## config.mk

```make
export PLATFORM = sky130hd
export DESIGN_NAME = synth_voice_allocator
export DESIGN_NICKNAME = d
export VERILOG_FILES = /design/src/rtl/synth_voice_pkg.sv /design/src/rtl/synth_key_debounce.sv /design/src/rtl/synth_voice_allocator.sv
export SDC_FILE = /design/constraint.sdc
export NUM_CORES = 1
export LEC_CHECK = 0
export BUFFER_PORTS_ARGS = -buffer_cell sky130_fd_sc_hd__buf_4
export CORE_ASPECT_RATIO = 2
export CORE_MARGIN = 2
export CORE_UTILIZATION = 55
export DETAILED_ROUTE_END_ITERATION = 12
export PLACE_DENSITY_LB_ADDON = 0.25
export SYNTH_ARGS = -nofsm -noshare
export SYNTH_HDL_FRONTEND = slang
export SYNTH_SLANG_ARGS = --single-unit
```

## constraint.sdc

```tcl
create_clock -name clk -period 7.1 [get_ports clk]
set_input_delay 0.355 -clock clk [delete_from_list [all_inputs] [get_ports clk]]
set_output_delay 0.355 -clock clk [all_outputs]
set_load 0.01 [all_outputs]
```

## src/rtl/synth_voice_pkg.sv

```systemverilog
// rtl/synth_voice_pkg.sv - shared types, tick defaults and index-width helper for the voice allocator
package synth_voice_pkg;

  typedef enum logic [1:0] {
    V_IDLE    = 2'd0,
    V_HELD    = 2'd1,
    V_RELEASE = 2'd2
  } voice_state_t;

  localparam int DEF_DEBOUNCE_TICKS = 16;
  localparam int DEF_RELEASE_TICKS  = 4800;

  function automatic int key_w(input int n);
    return (n <= 1) ? 1 : $clog2(n);
  endfunction

endpackage

```

## src/rtl/synth_key_debounce.sv

```systemverilog
// rtl/synth_key_debounce.sv - one key: 2-flop sync, sample-tick stability counter, press/release pulses
module synth_key_debounce #(
  parameter int DEBOUNCE_TICKS = 16
) (
  input  logic clk,
  input  logic rstn,
  input  logic sample_tick,
  input  logic key_in,
  output logic press_pulse,
  output logic release_pulse
);

  localparam int CW = $clog2(DEBOUNCE_TICKS + 1);

  logic          sync1_q, sync2_q;
  logic          db_q, db_d;
  logic [CW-1:0] cnt_q, cnt_d;
  logic          press_q, press_d;
  logic          rel_q, rel_d;

  always_comb begin
    cnt_d   = cnt_q;
    db_d    = db_q;
    press_d = 1'b0;
    rel_d   = 1'b0;
    // Any tick where the synced level agrees with the accepted state restarts the count.
    if (sync2_q == db_q) begin
      cnt_d = '0;
    end else if (sample_tick) begin
      if (cnt_q == CW'(DEBOUNCE_TICKS - 1)) begin
        cnt_d   = '0;
        db_d    = ~db_q;
        press_d = ~db_q;
        rel_d   = db_q;
      end else begin
        cnt_d = cnt_q + CW'(1);
      end
    end
  end

  always_ff @(posedge clk or negedge rstn) begin
    if (!rstn) begin
      sync1_q <= 1'b0;
      sync2_q <= 1'b0;
      db_q    <= 1'b0;
      cnt_q   <= '0;
      press_q <= 1'b0;
      rel_q   <= 1'b0;
    end else begin
      sync1_q <= key_in;
      sync2_q <= sync1_q;
      db_q    <= db_d;
      cnt_q   <= cnt_d;
      press_q <= press_d;
      rel_q   <= rel_d;
    end
  end

  assign press_pulse   = press_q;
  assign release_pulse = rel_q;

endmodule

```

## src/rtl/synth_voice_allocator.sv

```systemverilog
// rtl/synth_voice_allocator.sv - debounced key events scheduled one per clock onto NUM_VOICES voices with stealing
module synth_voice_allocator
  import synth_voice_pkg::*;
#(
  parameter int NUM_KEYS       = 4,
  parameter int NUM_VOICES     = 2,
  parameter int DEBOUNCE_TICKS = DEF_DEBOUNCE_TICKS,
  parameter int RELEASE_TICKS  = DEF_RELEASE_TICKS,
  parameter int AGE_W          = 16,
  localparam int KW            = key_w(NUM_KEYS)
) (
  input  logic                     clk,
  input  logic                     rstn,
  input  logic                     sample_tick,
  input  logic [NUM_KEYS-1:0]      key_in,
  output logic [NUM_VOICES-1:0]    voice_active,
  output logic [NUM_VOICES-1:0]    voice_gate,
  output logic [NUM_VOICES-1:0]    voice_start,
  output logic [NUM_VOICES*KW-1:0] voice_key,
  output logic [7:0]               steal_count
);

  localparam int VW = key_w(NUM_VOICES);
  localparam int RW = $clog2(RELEASE_TICKS + 1);

  logic [NUM_KEYS-1:0] press_p, rel_p;
  logic [NUM_KEYS-1:0] pend_press_q, pend_press_d, pend_rel_q, pend_rel_d;
  logic [NUM_KEYS-1:0] svc_press, svc_rel;
  logic                ev_valid, ev_is_rel;
  logic [KW-1:0]       ev_key;

  voice_state_t        state_q [NUM_VOICES];
  voice_state_t        state_d [NUM_VOICES];
  logic [KW-1:0]       key_q   [NUM_VOICES];
  logic [KW-1:0]       key_d   [NUM_VOICES];
  logic [AGE_W-1:0]    age_q   [NUM_VOICES];
  logic [AGE_W-1:0]    age_d   [NUM_VOICES];
  logic [RW-1:0]       rcnt_q  [NUM_VOICES];
  logic [RW-1:0]       rcnt_d  [NUM_VOICES];
  logic [NUM_VOICES-1:0] start_q, start_d;
  logic [7:0]          steal_q, steal_d;

  for (genvar k = 0; k < NUM_KEYS; k++) begin : g_key
    synth_key_debounce #(
      .DEBOUNCE_TICKS(DEBOUNCE_TICKS)
    ) u_db (
      .clk          (clk),
      .rstn         (rstn),
      .sample_tick  (sample_tick),
      .key_in       (key_in[k]),
      .press_pulse  (press_p[k]),
      .release_pulse(rel_p[k])
    );
  end

  // Releases drain before presses so a stolen-then-released voice never blocks a new press.
  always_comb begin
    svc_rel   = '0;
    svc_press = '0;
    ev_valid  = 1'b0;
    ev_is_rel = 1'b0;
    ev_key    = '0;
    for (int k = 0; k < NUM_KEYS; k++) begin
      if (!ev_valid && pend_rel_q[k]) begin
        ev_valid   = 1'b1;
        ev_is_rel  = 1'b1;
        ev_key     = KW'(k);
        svc_rel[k] = 1'b1;
      end
    end
    for (int k = 0; k < NUM_KEYS; k++) begin
      if (!ev_valid && pend_press_q[k]) begin
        ev_valid     = 1'b1;
        ev_key       = KW'(k);
        svc_press[k] = 1'b1;
      end
    end
    pend_rel_d   = (pend_rel_q & ~svc_rel) | rel_p;
    pend_press_d = (pend_press_q & ~svc_press) | press_p;
  end

  logic          own_hit, idle_hit, rls_hit, held_hit, rel_hit;
  logic [VW-1:0] own_idx, idle_idx, rls_idx, held_idx, rel_idx, tgt_idx;
  logic [RW-1:0] rls_min;
  logic [AGE_W-1:0] held_max;
  logic          do_press, do_rel, is_steal;

  always_comb begin
    own_hit  = 1'b0; own_idx  = '0;
    idle_hit = 1'b0; idle_idx = '0;
    rls_hit  = 1'b0; rls_idx  = '0; rls_min  = '0;
    held_hit = 1'b0; held_idx = '0; held_max = '0;
    rel_hit  = 1'b0; rel_idx  = '0;
    for (int v = 0; v < NUM_VOICES; v++) begin
      if (!own_hit && state_q[v] != V_IDLE && key_q[v] == ev_key) begin
        own_hit = 1'b1;
        own_idx = VW'(v);
      end
      if (!rel_hit && state_q[v] == V_HELD && key_q[v] == ev_key) begin
        rel_hit = 1'b1;
        rel_idx = VW'(v);
      end
      if (!idle_hit && state_q[v] == V_IDLE) begin
        idle_hit = 1'b1;
        idle_idx = VW'(v);
      end
      if (state_q[v] == V_RELEASE && (!rls_hit || rcnt_q[v] < rls_min)) begin
        rls_hit = 1'b1;
        rls_idx = VW'(v);
        rls_min = rcnt_q[v];
      end
      if (state_q[v] == V_HELD && (!held_hit || age_q[v] > held_max)) begin
        held_hit = 1'b1;
        held_idx = VW'(v);
        held_max = age_q[v];
      end
    end
    tgt_idx  = own_hit ? own_idx : idle_hit ? idle_idx : rls_hit ? rls_idx : held_idx;
    is_steal = !own_hit && !idle_hit;
    do_press = ev_valid && !ev_is_rel;
    do_rel   = ev_valid && ev_is_rel && rel_hit;
  end

  // Event updates come last so an allocation overrides a same-cycle tick on that voice.
  always_comb begin
    for (int v = 0; v < NUM_VOICES; v++) begin
      state_d[v] = state_q[v];
      key_d[v]   = key_q[v];
      age_d[v]   = age_q[v];
      rcnt_d[v]  = rcnt_q[v];
      start_d[v] = 1'b0;
      if (sample_tick && state_q[v] != V_IDLE && !(&age_q[v])) begin
        age_d[v] = age_q[v] + AGE_W'(1);
      end
      if (sample_tick && state_q[v] == V_RELEASE) begin
        if (rcnt_q[v] <= RW'(1)) begin
          state_d[v] = V_IDLE;
          rcnt_d[v]  = '0;
        end else begin
          rcnt_d[v] = rcnt_q[v] - RW'(1);
        end
      end
      if (do_rel && rel_idx == VW'(v)) begin
        state_d[v] = V_RELEASE;
        rcnt_d[v]  = RW'(RELEASE_TICKS);
      end
      if (do_press && tgt_idx == VW'(v)) begin
        state_d[v] = V_HELD;
        key_d[v]   = ev_key;
        age_d[v]   = '0;
        start_d[v] = 1'b1;
      end
    end
    steal_d = steal_q;
    if (do_press && is_steal && steal_q != 8'hFF) begin
      steal_d = steal_q + 8'd1;
    end
  end

  always_ff @(posedge clk or negedge rstn) begin
    if (!rstn) begin
      pend_press_q <= '0;
      pend_rel_q   <= '0;
      start_q      <= '0;
      steal_q      <= '0;
      for (int v = 0; v < NUM_VOICES; v++) begin
        state_q[v] <= V_IDLE;
        key_q[v]   <= '0;
        age_q[v]   <= '0;
        rcnt_q[v]  <= '0;
      end
    end else begin
      pend_press_q <= pend_press_d;
      pend_rel_q   <= pend_rel_d;
      start_q      <= start_d;
      steal_q      <= steal_d;
      for (int v = 0; v < NUM_VOICES; v++) begin
        state_q[v] <= state_d[v];
        key_q[v]   <= key_d[v];
        age_q[v]   <= age_d[v];
        rcnt_q[v]  <= rcnt_d[v];
      end
    end
  end

  always_comb begin
    voice_active = '0;
    voice_gate   = '0;
    voice_key    = '0;
    for (int v = 0; v < NUM_VOICES; v++) begin
      voice_active[v]          = (state_q[v] != V_IDLE);
      voice_gate[v]            = (state_q[v] == V_HELD);
      voice_key[v*KW +: KW]    = key_q[v];
    end
  end

  assign voice_start = start_q;
  assign steal_count = steal_q;

endmodule

```

## After elaboration in Yosys (flattened, before gate mapping)

Index checks and enable logic that the tools add are counted.

| word-level totals | value |
|---|---|
| register bits | 124 |
| output and inout bits | 18 |
| logic and storage cells | 251 |

| cells by class | value |
|---|---|
| $add $sub $neg | 9 |
| $lt $le $gt $ge | 4 |
| equality and inequality tests | 15 |
| muxes and demuxes | 97 |
| bitwise logic cells | 16 |
| reduce and logical (&&, ||, !) cells | 74 |

Operator list:

| kind | count |
|---|---|
| 2-to-1 mux 13 bit | 7 |
| 2-to-1 mux 16 bit | 5 |
| 2-to-1 mux 5 bit | 12 |
| 2-to-1 mux 1 bit | 59 |
| adder 16 x 1 -> 16 bit (second input constant) | 2 |
| logical AND 1 bit | 32 |
| AND reduction 16 bit | 2 |
| 2-to-1 mux 2 bit | 14 |
| <= comparator 13 x 1 -> 1 bit (second input constant) | 2 |
| subtractor 13 x 1 -> 13 bit (second input constant) | 2 |
| adder 5 x 1 -> 5 bit (second input constant) | 4 |
| == test 5 x 4 -> 1 bit (second input constant) | 4 |
| nonzero test 2 bit | 10 |
| > comparator 16 bit | 1 |
| zero test 1 bit | 16 |
| less-than comparator 13 bit | 1 |
| AND reduction 3 bit | 4 |
| nonzero test 3 bit | 4 |
| inverter 1 bit | 10 |
| adder 8 x 1 -> 8 bit (second input constant) | 1 |
| bitwise AND 4 bit | 2 |
| inequality test 8 bit (second input constant) | 1 |
| inverter 4 bit | 2 |
| OR 4 bit | 2 |
| 7 further kinds | 16 |

## Logic depth before layout (Yosys ltp)

Gate-level depths: netlist (run 1).

| depth | value |
|---|---|
| depth after elaboration | 34 |
| depth in mapped cells | 13 |
| gate-level depth less buffers | 11 |

## Modules after synthesis

A second synthesis (run 1) with hierarchy kept.

| unflattened totals | value |
|---|---|
| cell total of the unflattened synthesis | 683 |
| area total of the unflattened synthesis | 6777.8 sq um |

Modules (own cells, without submodules):

| module | times used | cells an instance | area an instance (sq um) | seq. area each (sq um) |
|---|---|---|---|---|
| synth_voice_allocator | 1 | 551 | 5066.1 | 2102.0 |
| synth_key_debounce | 4 | 33 | 427.9 | 250.2 |

## Worst setup path before layout (run 1)

No wires, ideal clock.

| timing | value |
|---|---|
| path kind | register -> register |
| start | register state_q[3] in the netlist's numbering |
| end | register age_q[22] in the netlist's numbering |
| arrival | 2.756 ns |
| path slack | 4.213 ns |
| stages on the path, launching flop included | 14 |
| buffers on the path | 2 |
| cell sequence | dfrtp_1 > nand2b_1 > clkinv_1 > buf_1 > nand2_1 > ha_1 > a21oi_1 > o21ai_0 > or3_1 > a211oi_1 > o21a_1 > a31o_2 > clkbuf_1 > nor2_1 |

| between the ends | value |
|---|---|
| word-level cells in the longest chain between the ends | 12 |

Ends and longest elaborated chain:

| item | RTL line | source |
|---|---|---|
| start: declaration | synth_voice_allocator.sv:32 | `voice_state_t state_q [NUM_VOICES];` |
| start signal: indexed assignment | synth_voice_allocator.sv:178 | `state_q[v] <= state_d[v];` |
| == test 2 x 1 -> 1 bit * | - |  |
| net voice_gate[0] | synth_voice_allocator.sv:17 | `output logic [NUM_VOICES-1:0] voice_gate,` |
| 2-to-1 mux 16 bit or 2-to-1 mux 1 bit (tied branches) | synth_voice_allocator.sv:112 | `if (state_q[v] == V_HELD && (!held_hit \|\| age_q[v] > held_max)) begin` |
| > comparator 16 bit or zero test 1 bit (tied branches) | synth_voice_allocator.sv:112 |  |
| logical OR 1 bit * | synth_voice_allocator.sv:112 |  |
| logical AND 1 bit * | synth_voice_allocator.sv:112 |  |
| 2-to-1 mux 1 bit * | synth_voice_allocator.sv:112 |  |
| 2-to-1 mux 1 bit * (3 in series) | synth_voice_allocator.sv:118 | `tgt_idx = own_hit ? own_idx : idle_hit ? idle_idx : rls_hit ? rls_idx : held_idx;` |
| inverter 1 bit * | synth_voice_allocator.sv:147 | `if (do_press && tgt_idx == VW'(v)) begin` |
| logical AND 1 bit * | synth_voice_allocator.sv:147 |  |
| 2-to-1 mux 16 bit or nonzero test 2 bit (tied branches) | - |  |
| end signal: indexed assignment | synth_voice_allocator.sv:180 | `age_q[v] <= age_d[v];` |
| end: declaration | synth_voice_allocator.sv:36 | `logic [AGE_W-1:0] age_q [NUM_VOICES];` |

The timed path passes the listed nets; every way through them passes the cells marked *.
A chain may end at the register's enable or synchronous reset.

## Worst setup path after layout (run 1)

| timing | value |
|---|---|
| start | register state_q[2] in the netlist's numbering |
| end | register key_q, in the netlist voice_key[1] |

| between the ends | value |
|---|---|
| word-level cells in the longest chain between the ends | 11 |

Ends and longest elaborated chain:

| item | RTL line | source |
|---|---|---|
| == test 2 x 1 -> 1 bit or == test 2 bit (tied branches) | synth_voice_allocator.sv:112, synth_voice_allocator.sv:107 |  |
| 2-to-1 mux 16 bit, or another cell as far along | synth_voice_allocator.sv:112 |  |
| > comparator 16 bit, or another cell as far along | synth_voice_allocator.sv:112 |  |
| logical OR 1 bit, on equally long branches | synth_voice_allocator.sv:112, synth_voice_allocator.sv:107 |  |
| logical AND 1 bit, on equally long branches | synth_voice_allocator.sv:112, synth_voice_allocator.sv:107 |  |
| 2-to-1 mux 1 bit, on equally long branches | synth_voice_allocator.sv:112, synth_voice_allocator.sv:107 |  |
| 2-to-1 mux 1 bit (2 in series) | synth_voice_allocator.sv:118 |  |
| 2-to-1 mux 1 bit * | synth_voice_allocator.sv:118 |  |
| inverter 1 bit * | synth_voice_allocator.sv:147 |  |
| logical AND 1 bit * | synth_voice_allocator.sv:147 |  |
| end signal: indexed assignment | synth_voice_allocator.sv:179 | `key_q[v] <= key_d[v];` |
| end: declaration | synth_voice_allocator.sv:34 | `logic [KW-1:0] key_q [NUM_VOICES];` |

Mark *: on every way between the ends. The rest lies on a longest branch, timed or not.

==> results.tsv, run 1 <==
stage	metric	value	unit
detailed_routing	DRC viols	0	
layout	most common cell after layout, fill and taps aside	dfrtp_1	
power_and_ir_drop	Cell Pwr Density	243	nW/µm²
critical_path	worst-path fanout max	21	
detailed_routing	Iteration-0 DRC Markers	314	
power_and_ir_drop	LEAKAGE	3.56	nW
sta	Layout Skew	0.00856	ns
global_routing	largest net degree at the start of global routing	81	
detailed_routing	Avg Vias per Cell	6.00	
placement	IO buf count	24	
sta	Worst Tran Pin Value	1.05	ns
floorplan	initial core utilization	0.564	
synth	flops & latches, synth	124	
worst_hold_path	Min-Delay Path Class	input pin to flip-flop	
detailed_routing	post-route antenna net violation count	0	
layout	most frequent cells in the layout	dfrtp_1, nand2_1, nor2_1	
layout	Final Non-Filler Cells	877	
power_and_ir_drop	power share of the clock group	0.454	
power_and_ir_drop	Sw Pwr	0.000499	W
clock_tree	TritonCTS clock tree	built	
detailed_routing	final wirelength	14900	µm
clock_tree	Clk Latency, worst-skew pair	0.43	ns
global_routing	initial antenna violation count	0	
global_routing	global-route wire length before repair	25100	µm
layout	share of cells above drive strength 1	0.122	
sta	Final Critical Period	3.66	ns
clock_tree	clock-pin slew on the worst setup and hold paths	0.06	ns
layout	Filler cells	936	
floorplan	Ports	25	
clock_tree	Resized Gates After CTS	0	
placement	Inst Count DP	844	
critical_path	CP Class	flip-flop to flip-flop	
sta	worst setup margin	3.44	ns
synth	syn nets	734	
synth	Post-Syn Area	6640	µm²
sta	final setup violation count	0	
clock_tree	clk sinks	124	
synth	Synth Area in Compound Gates	0.105	
synth	XOR/XNOR Fraction of Synth Area	0.0712	
placement	DP HPWL	10600	µm
floorplan	die height	159	µm
power_and_ir_drop	Switching Fraction	0.273	
layout	FF+latch area	3100	µm²
detailed_routing	routed length per placed instance	17.0	µm
sta	Slew Limit Fails	0	
synth	fraction of registers with async set/reset	1.00	
synth	Main synth FF type	dfrtp_1	
layout	Synth-to-Final Area Change	13.3	%
worst_hold_path	Worst Hold Depth	1	
detailed_routing	First-pass DRT Iterations	4	
floorplan	Die X	81.7	µm
synth	Synth Area in Adders	0.0735	
placement	Place WS	3.50	ns
global_routing	grt total ovfl	0	
power_and_ir_drop	logic gate share of total power	0.094	
floorplan	total die area	13000	µm²
layout	Final nets	765	
synth	top cell type by total area after synthesis	dfrtp_1	
layout	antenna cells	0	
detailed_routing	Vias	5258	
clock_tree	Post-CTS Setup Bufs	0	
clock_tree	CTS buffer count	17	
global_routing	gr usage total	0.249	
floorplan	Core Box Area	11800	µm²
synth	Synth top area share	0.467	
sta	RSZ-0062 raised after global routing	no	
power_and_ir_drop	Int Pwr	0.00133	W
layout	Final Util	0.639	
synth	sequential share of the synthesized area	0.467	
placement	GP Congestion	0.931	
sta	Fmax	273	MHz
clock_tree	CTS root buf	clkbuf_16	
status	status	finished clean	
power_and_ir_drop	Power Total	0.00183	W
synth	EDFF count, synth	0	
critical_path	Worst Reg2Reg Path Length in Cells	10	
critical_path	Critical Path AT	3.97	ns
synth	post-synth cell types	64	
layout	footprint of the multi-input gates	3360	µm²
synth	Synth Area per Inst	9.65	µm²
sta	post-route clock period utilization	0.516	
critical_path	data required time of the worst path	7.41	ns
sta	Final Hold Viols	0	
synth	simple-gate share of the synthesized area	0.225	
clock_tree	H-tree lvl count	4	
synth	mux contribution to synthesized area	0.0311	
critical_path	CP endpoint kind	flip-flop	
critical_path	Worst Setup Start Kind	flip-flop	
synth	main combinational cell family by area after synthesis	simple AND/OR/NAND/NOR gates	
job	Max Cap Viol	0	
power_and_ir_drop	peak supply drop	0.212	mV
floorplan	Rows	56	
sta	slew margin rel.	0.297	
sta	TNS Setup	0	ns
synth	Ys Warns	0	
clock_tree	Clock Path Buffers	2	
power_and_ir_drop	Seq pwr share	0.452	
synth	synth top area cells	dfrtp_1, ha_1, nand2_1	
synth	synthesized instance count	688	
global_routing	vias in the first global route	5545	
-- layout make-up --
class,instances,share of cell area
clock inverters,13,0.0160
repair buffers,30,0.0303
flip-flops and latches,124,0.412
inverters,20,0.00998
multi-input cells,526,0.447
clock buffers,19,0.0602
well taps,145,0.0241
-- what timing repair did --
item | CTS | global route
hold endpoints to repair | 44 | 0
hold buffers | 1 | 0
setup endpoints to repair | 0 | 0
-- per-stage QoR --
stage	hold WS (ns)	area (µm²)
4_1_cts	0.0287	7520
6_report	0.0365	7520
3_3_place_gp	0.334	6940
3_5_place_dp	0.339	6940
5_1_grt	0.0268	7520
2_1_floorplan	0.0594	6640
-- cell families (layout without fill, tap and decap cells) --
group,Yosys count,count (layout)
adders and majority gates,39,39
muxes,19,19
DFF,124,124
buffers and inverters,38,82
AOI/OAI and AO/OA,106,106
xor gates and xnor gates,54,54
and+or+nand+nor,308,308
-- routing by layer --
layer / GRT usage / up-vias / part of all wire
met1: 0.249 / 2587 / 0.36
met4: 0.139 / 0 / 0.037
met2: 0.452 / 125 / 0.57
li1: - / 2498 / -
met3: 0.0590 / 48 / 0.036
met5: 0 / - / 0
-- synthesized netlist by cell type (3+ instances only) --
| master | instances |
|---|---|
| nand4_1 | 14 |
| xnor2_1 | 25 |
| mux2i_1 | 6 |
| nand4b_1 | 4 |
| clkbuf_8 | 3 |
| o211ai_1 | 3 |
| a211oi_1 | 3 |
| a21oi_1 | 27 |
| a41oi_1 | 4 |
| clkbuf_1 | 11 |
| or3_1 | 6 |
| nand2b_1 | 8 |
| ha_1 | 39 |
| inv_1 | 19 |
| nor3_1 | 12 |
| nor2b_1 | 3 |
| o21a_1 | 3 |
| nand2_1 | 94 |
| and4_1 | 6 |
| or2_2 | 3 |
| xor2_1 | 29 |
| dfrtp_1 | 124 |
| a311oi_1 | 5 |
| a21o_1 | 8 |
| nand3_1 | 24 |
| and2_1 | 5 |
| nor2_1 | 91 |
| or4_4 | 3 |
| o21ai_0 | 32 |
| nor3b_1 | 9 |
| nor4_1 | 12 |
| mux2_2 | 13 |
-- power groups by stage --
stage	clock [W]	combinational (W)	sequential [W]
global route	0.000872	0.000202	0.000833
floorplan	0	0.000127	0.000812
CTS	0.000838	0.000174	0.000825
global placement	0	0.000159	0.000834
detailed placement	0	0.000173	0.000836
finish	0.000829	0.000173	0.000826
-- sequential cells by signal (all words and copies together) (netlist names) --
signal,flops
steal_count,8
voice_key,4
g_key.u_db.cnt_q,20
pend_rel_q,4
g_key.u_db.sync1_q,4
g_key.u_db.db_q,4
g_key.u_db.release_pulse,4
voice_start,2
rcnt_q,26
state_q,4
age_q,32
pend_press_q,4
g_key.u_db.sync2_q,4
g_key.u_db.press_pulse,4
-- worst paths after layout --
kind | startpoint | endpoint | slack [ns]
max in group asynchronous | rstn | g_key[2].u_db.cnt_q[1] | 5.24
hold / removal | key_in[1] | g_key[1].u_db.sync1_q | 0.04
min in group asynchronous | rstn | voice_start[1] | 0.47
hold reg to reg | g_key[2].u_db.sync1_q | g_key[2].u_db.sync2_q | 0.35
setup reg to reg | state_q[2] | voice_key[1] | 3.44
setup / recovery | state_q[2] | voice_key[1] | 3.44
-- critical path, stage by stage, from the launching register on --
cell and delay, ns:
dfrtp_1 0.43, nor2b_1 0.83, nand2_1 0.15, ha_1 0.36, nand4_1 0.13, nor2_1 0.14
a221oi_1 0.12, o31ai_1 0.33, o21a_1 0.20, a31o_2 0.45, mux2_2 0.39
Note: power is estimated with default switching activity, not from simulation.
==> run 2, diff against run 1 <==
Settings changed: ABC_AREA set to 1.
Clock period 7.1 ns to 3.25 ns, I/O delays scaled along.
==> run 2 against run 1 <==
Cell area is 9.7% higher. Via count is 14% higher. Sequential power rose by 130%. Hold slack improved by 0.0020 ns. Combinational power grew to 4.4 times the previous value. Largest cell class unchanged. Maximum frequency rose by 30%.
==> results.tsv, run 2 <==
stage	metric	value	unit
layout	Largest register FFs	32	
floorplan	Ports	25	
layout	antenna cells	0	
sta	RSZ-0062 raised after global routing	no	
detailed_routing	Vias	5994	
critical_path	crit path from	state_q[2]	
synth	synthesized instance count	918	
floorplan	Rows	59	
placement	GP Congestion	0.909	
layout	Most flops, register	age_q	
sta	Layout Skew	0.00934	ns
clock_tree	H-tree lvl count	4	
sta	Fmax	356	MHz
global_routing	grt total ovfl	0	
synth	flops & latches, synth	124	
synth	top-count cell post-synth	nand2_1	
placement	Inst Count DP	1087	
critical_path	CP endpoint kind	flip-flop	
synth	Post-Syn Area	7240	µm²
layout	Final Non-Filler Cells	1124	
power_and_ir_drop	LEAKAGE	4.15	nW
synth	sequential share of the synthesized area	0.428	
layout	share of cells above drive strength 1	0.105	
layout	Synth-to-Final Area Change	14.0	%
critical_path	Worst Reg2Reg Path Length in Cells	16	
synth	post-synth cell types	43	
synth	commonest cells in the netlist	nand2_1, inv_1, dfrtp_1, nor2_1, nand3_1	
worst_hold_path	Worst Hold Depth	2	
detailed_routing	DRC viols	0	
sta	TNS Setup	0	ns
synth	EDFF count, synth	0	
clock_tree	Resized Gates After CTS	0	
critical_path	Critical Path AT	3.11	ns
floorplan	initial core utilization	0.561	
power_and_ir_drop	peak supply drop	0.491	mV
global_routing	vias in the first global route	6119	
floorplan	die height	166	µm
critical_path	R2R setup slack	0.44	ns
clock_tree	Clk Latency, worst-skew pair	0.41	ns
sta	final setup violation count	0	
status	status	finished clean	
critical_path	data required time of the worst path	3.55	ns
layout	Final nets	1005	
detailed_routing	Avg Vias per Cell	5.33	
placement	DP HPWL	11400	µm
detailed_routing	Iteration-0 DRC Markers	288	
global_routing	gr usage total	0.236	
worst_hold_path	Min-Delay Path Class	input pin to flip-flop	
job	Max Cap Viol	0	
clock_tree	TritonCTS clock tree	built	
critical_path	reg-to-reg startpoint	state_q[2]	
global_routing	global-route wire length before repair	27100	µm
sta	Final Hold Viols	0	
layout	most frequent cells in the layout	nand2_1, inv_1, dfrtp_1	
sta	Worst Tran Pin Value	0.801	ns
sta	Final Critical Period	2.81	ns
synth	Ys Warns	0	
floorplan	Core Box Area	12900	µm²
synth	synth top area cells	dfrtp_1, nand2_1, inv_1	
detailed_routing	routed length per placed instance	13.9	µm
detailed_routing	final wirelength	15600	µm
global_routing	initial antenna violation count	0	
worst_hold_path	worst hold path endpoint	g_key[3].u_db.cnt_q[4]	
worst_hold_path	Worst Hold Launch	sample_tick	
critical_path	r2r endpoint	age_q[16]	
synth	Synth top area share	0.428	
sta	Slew Limit Fails	0	
sta	slew margin rel.	0.466	
global_routing	largest net degree at the start of global routing	68	
clock_tree	CTS Hold Bufs	5	
clock_tree	Clock Path Buffers	2	
synth	Main synth FF type	dfrtp_1	
layout	most common cell after layout, fill and taps aside	nand2_1	
critical_path	worst-path fanout max	21	
synth	Synth Area per Inst	7.89	µm²
sta	post-route clock period utilization	0.865	
synth	fraction of registers with async set/reset	1.00	
layout	Largest regs	age_q x32, rcnt_q x26, g_key.u_db.cnt_q x20	
clock_tree	CTS root buf	clkbuf_16	
critical_path	Worst Setup Start Kind	flip-flop	
clock_tree	Post-CTS Setup Bufs	0	
clock_tree	CTS buffer count	17	
detailed_routing	First-pass DRT Iterations	5	
floorplan	total die area	14200	µm²
synth	syn nets	964	
clock_tree	clock-pin slew on the worst setup and hold paths	0.06	ns
synth	top cell type by total area after synthesis	dfrtp_1	
critical_path	CP Class	flip-flop to flip-flop	
clock_tree	clk sinks	124	
power_and_ir_drop	Cell Pwr Density	558	nW/µm²
placement	IO buf count	24	
floorplan	Die X	85.1	µm
detailed_routing	post-route antenna net violation count	0	
-- run 2: changes by cell type in the layout (fill, tap and decap cells not counted), sizes merged, moves of 8 or more --
cell    delta
clkinv     -8
inv      +122
mux2      -13
nand2    +117
nand2b     -8
nand3     +46
nor2      +23
nor3      +27
nor3b      -9
nor4       -8
o21ai     +10
xnor2     -13
-- run 2: power breakdown --
part | switching, W | internal (W)
clock | 0.000753 | 0.00123
combinational | 0.000446 | 0.000315
sequential | 0.000170 | 0.00170
total | 0.00137 | 0.00324
-- run 2: worst max path at each step --
| stage | endpoint | slack [ns] | cells past startpoint |
|---|---|---|---|
| after floorplan | age_q[10] | 0.47 | 17 |
| after global placement | age_q[25] | 0.57 | 16 |
| after detailed placement | age_q[28] | 0.46 | 16 |
| after CTS | age_q[16] | 0.44 | 16 |
| after global routing | age_q[28] | 0.14 | 16 |
| final | age_q[16] | 0.44 | 16 |
-- run 2: metal layers --
layer  global-route usage  routed length [µm]  vias up
met5                    0                   0        -
met4                0.101                 427        0
met3               0.0427                 317       38
met2                0.440                8720       90
met1                0.253                6130     2816
li1                     -                   -     3050
-- run 2: worst max-delay path, stage by stage, from the launching register on --
cell and delay, ns:
dfrtp_1 0.37, inv_1 0.07, nor2_1 0.10, buf_4 0.24, nand2_1 0.09, ha_1 0.30
nand2_1 0.09, nor3_1 0.27, nand3_1 0.10, nand2_1 0.08, nand2_1 0.08, nand2_1 0.07
nand2_1 0.06, nand2_2 0.13, nand3_2 0.38, nand3_1 0.20, inv_1 0.05
-- run 2: cells by family after synthesis --
| group | synth area share |
|---|---|
| AND/OR/NAND/NOR | 0.295 |
| buffers and inverters | 0.0809 |
| flip-flops | 0.428 |
| AO/OA/AOI/OAI | 0.0798 |
| XOR/XNOR | 0.0472 |
| adder cells (fa/ha/maj) | 0.0674 |
| multiplexers | 0.00138 |
-- run 2: through the flow --
stage	cell area, µm²	utilization	hold slack (ns)	power (W)	setup slack, ns
floorplan	7240	-	-0.133	0.00244	0.475
global placement	7590	0.587	0.272	0.00262	0.575
detailed placement	7590	0.587	0.273	0.00264	0.455
CTS	8250	0.639	0.0275	0.00464	0.435
global route	8250	0.639	0.0387	0.00488	0.141
finish	8250	0.639	0.0386	0.00461	0.439
-- run 2: area by class of cell --
| type | count | area, µm² |
|---|---|---|
| timing repair buffer | 34 | 280 |
| fill | 1071 | 4670 |
| inverter | 136 | 510 |
| multi-input combinational | 646 | 3550 |
| clock inverter | 14 | 186 |
| sequential | 124 | 3100 |
| tap | 152 | 190 |
| clock buffer | 18 | 429 |
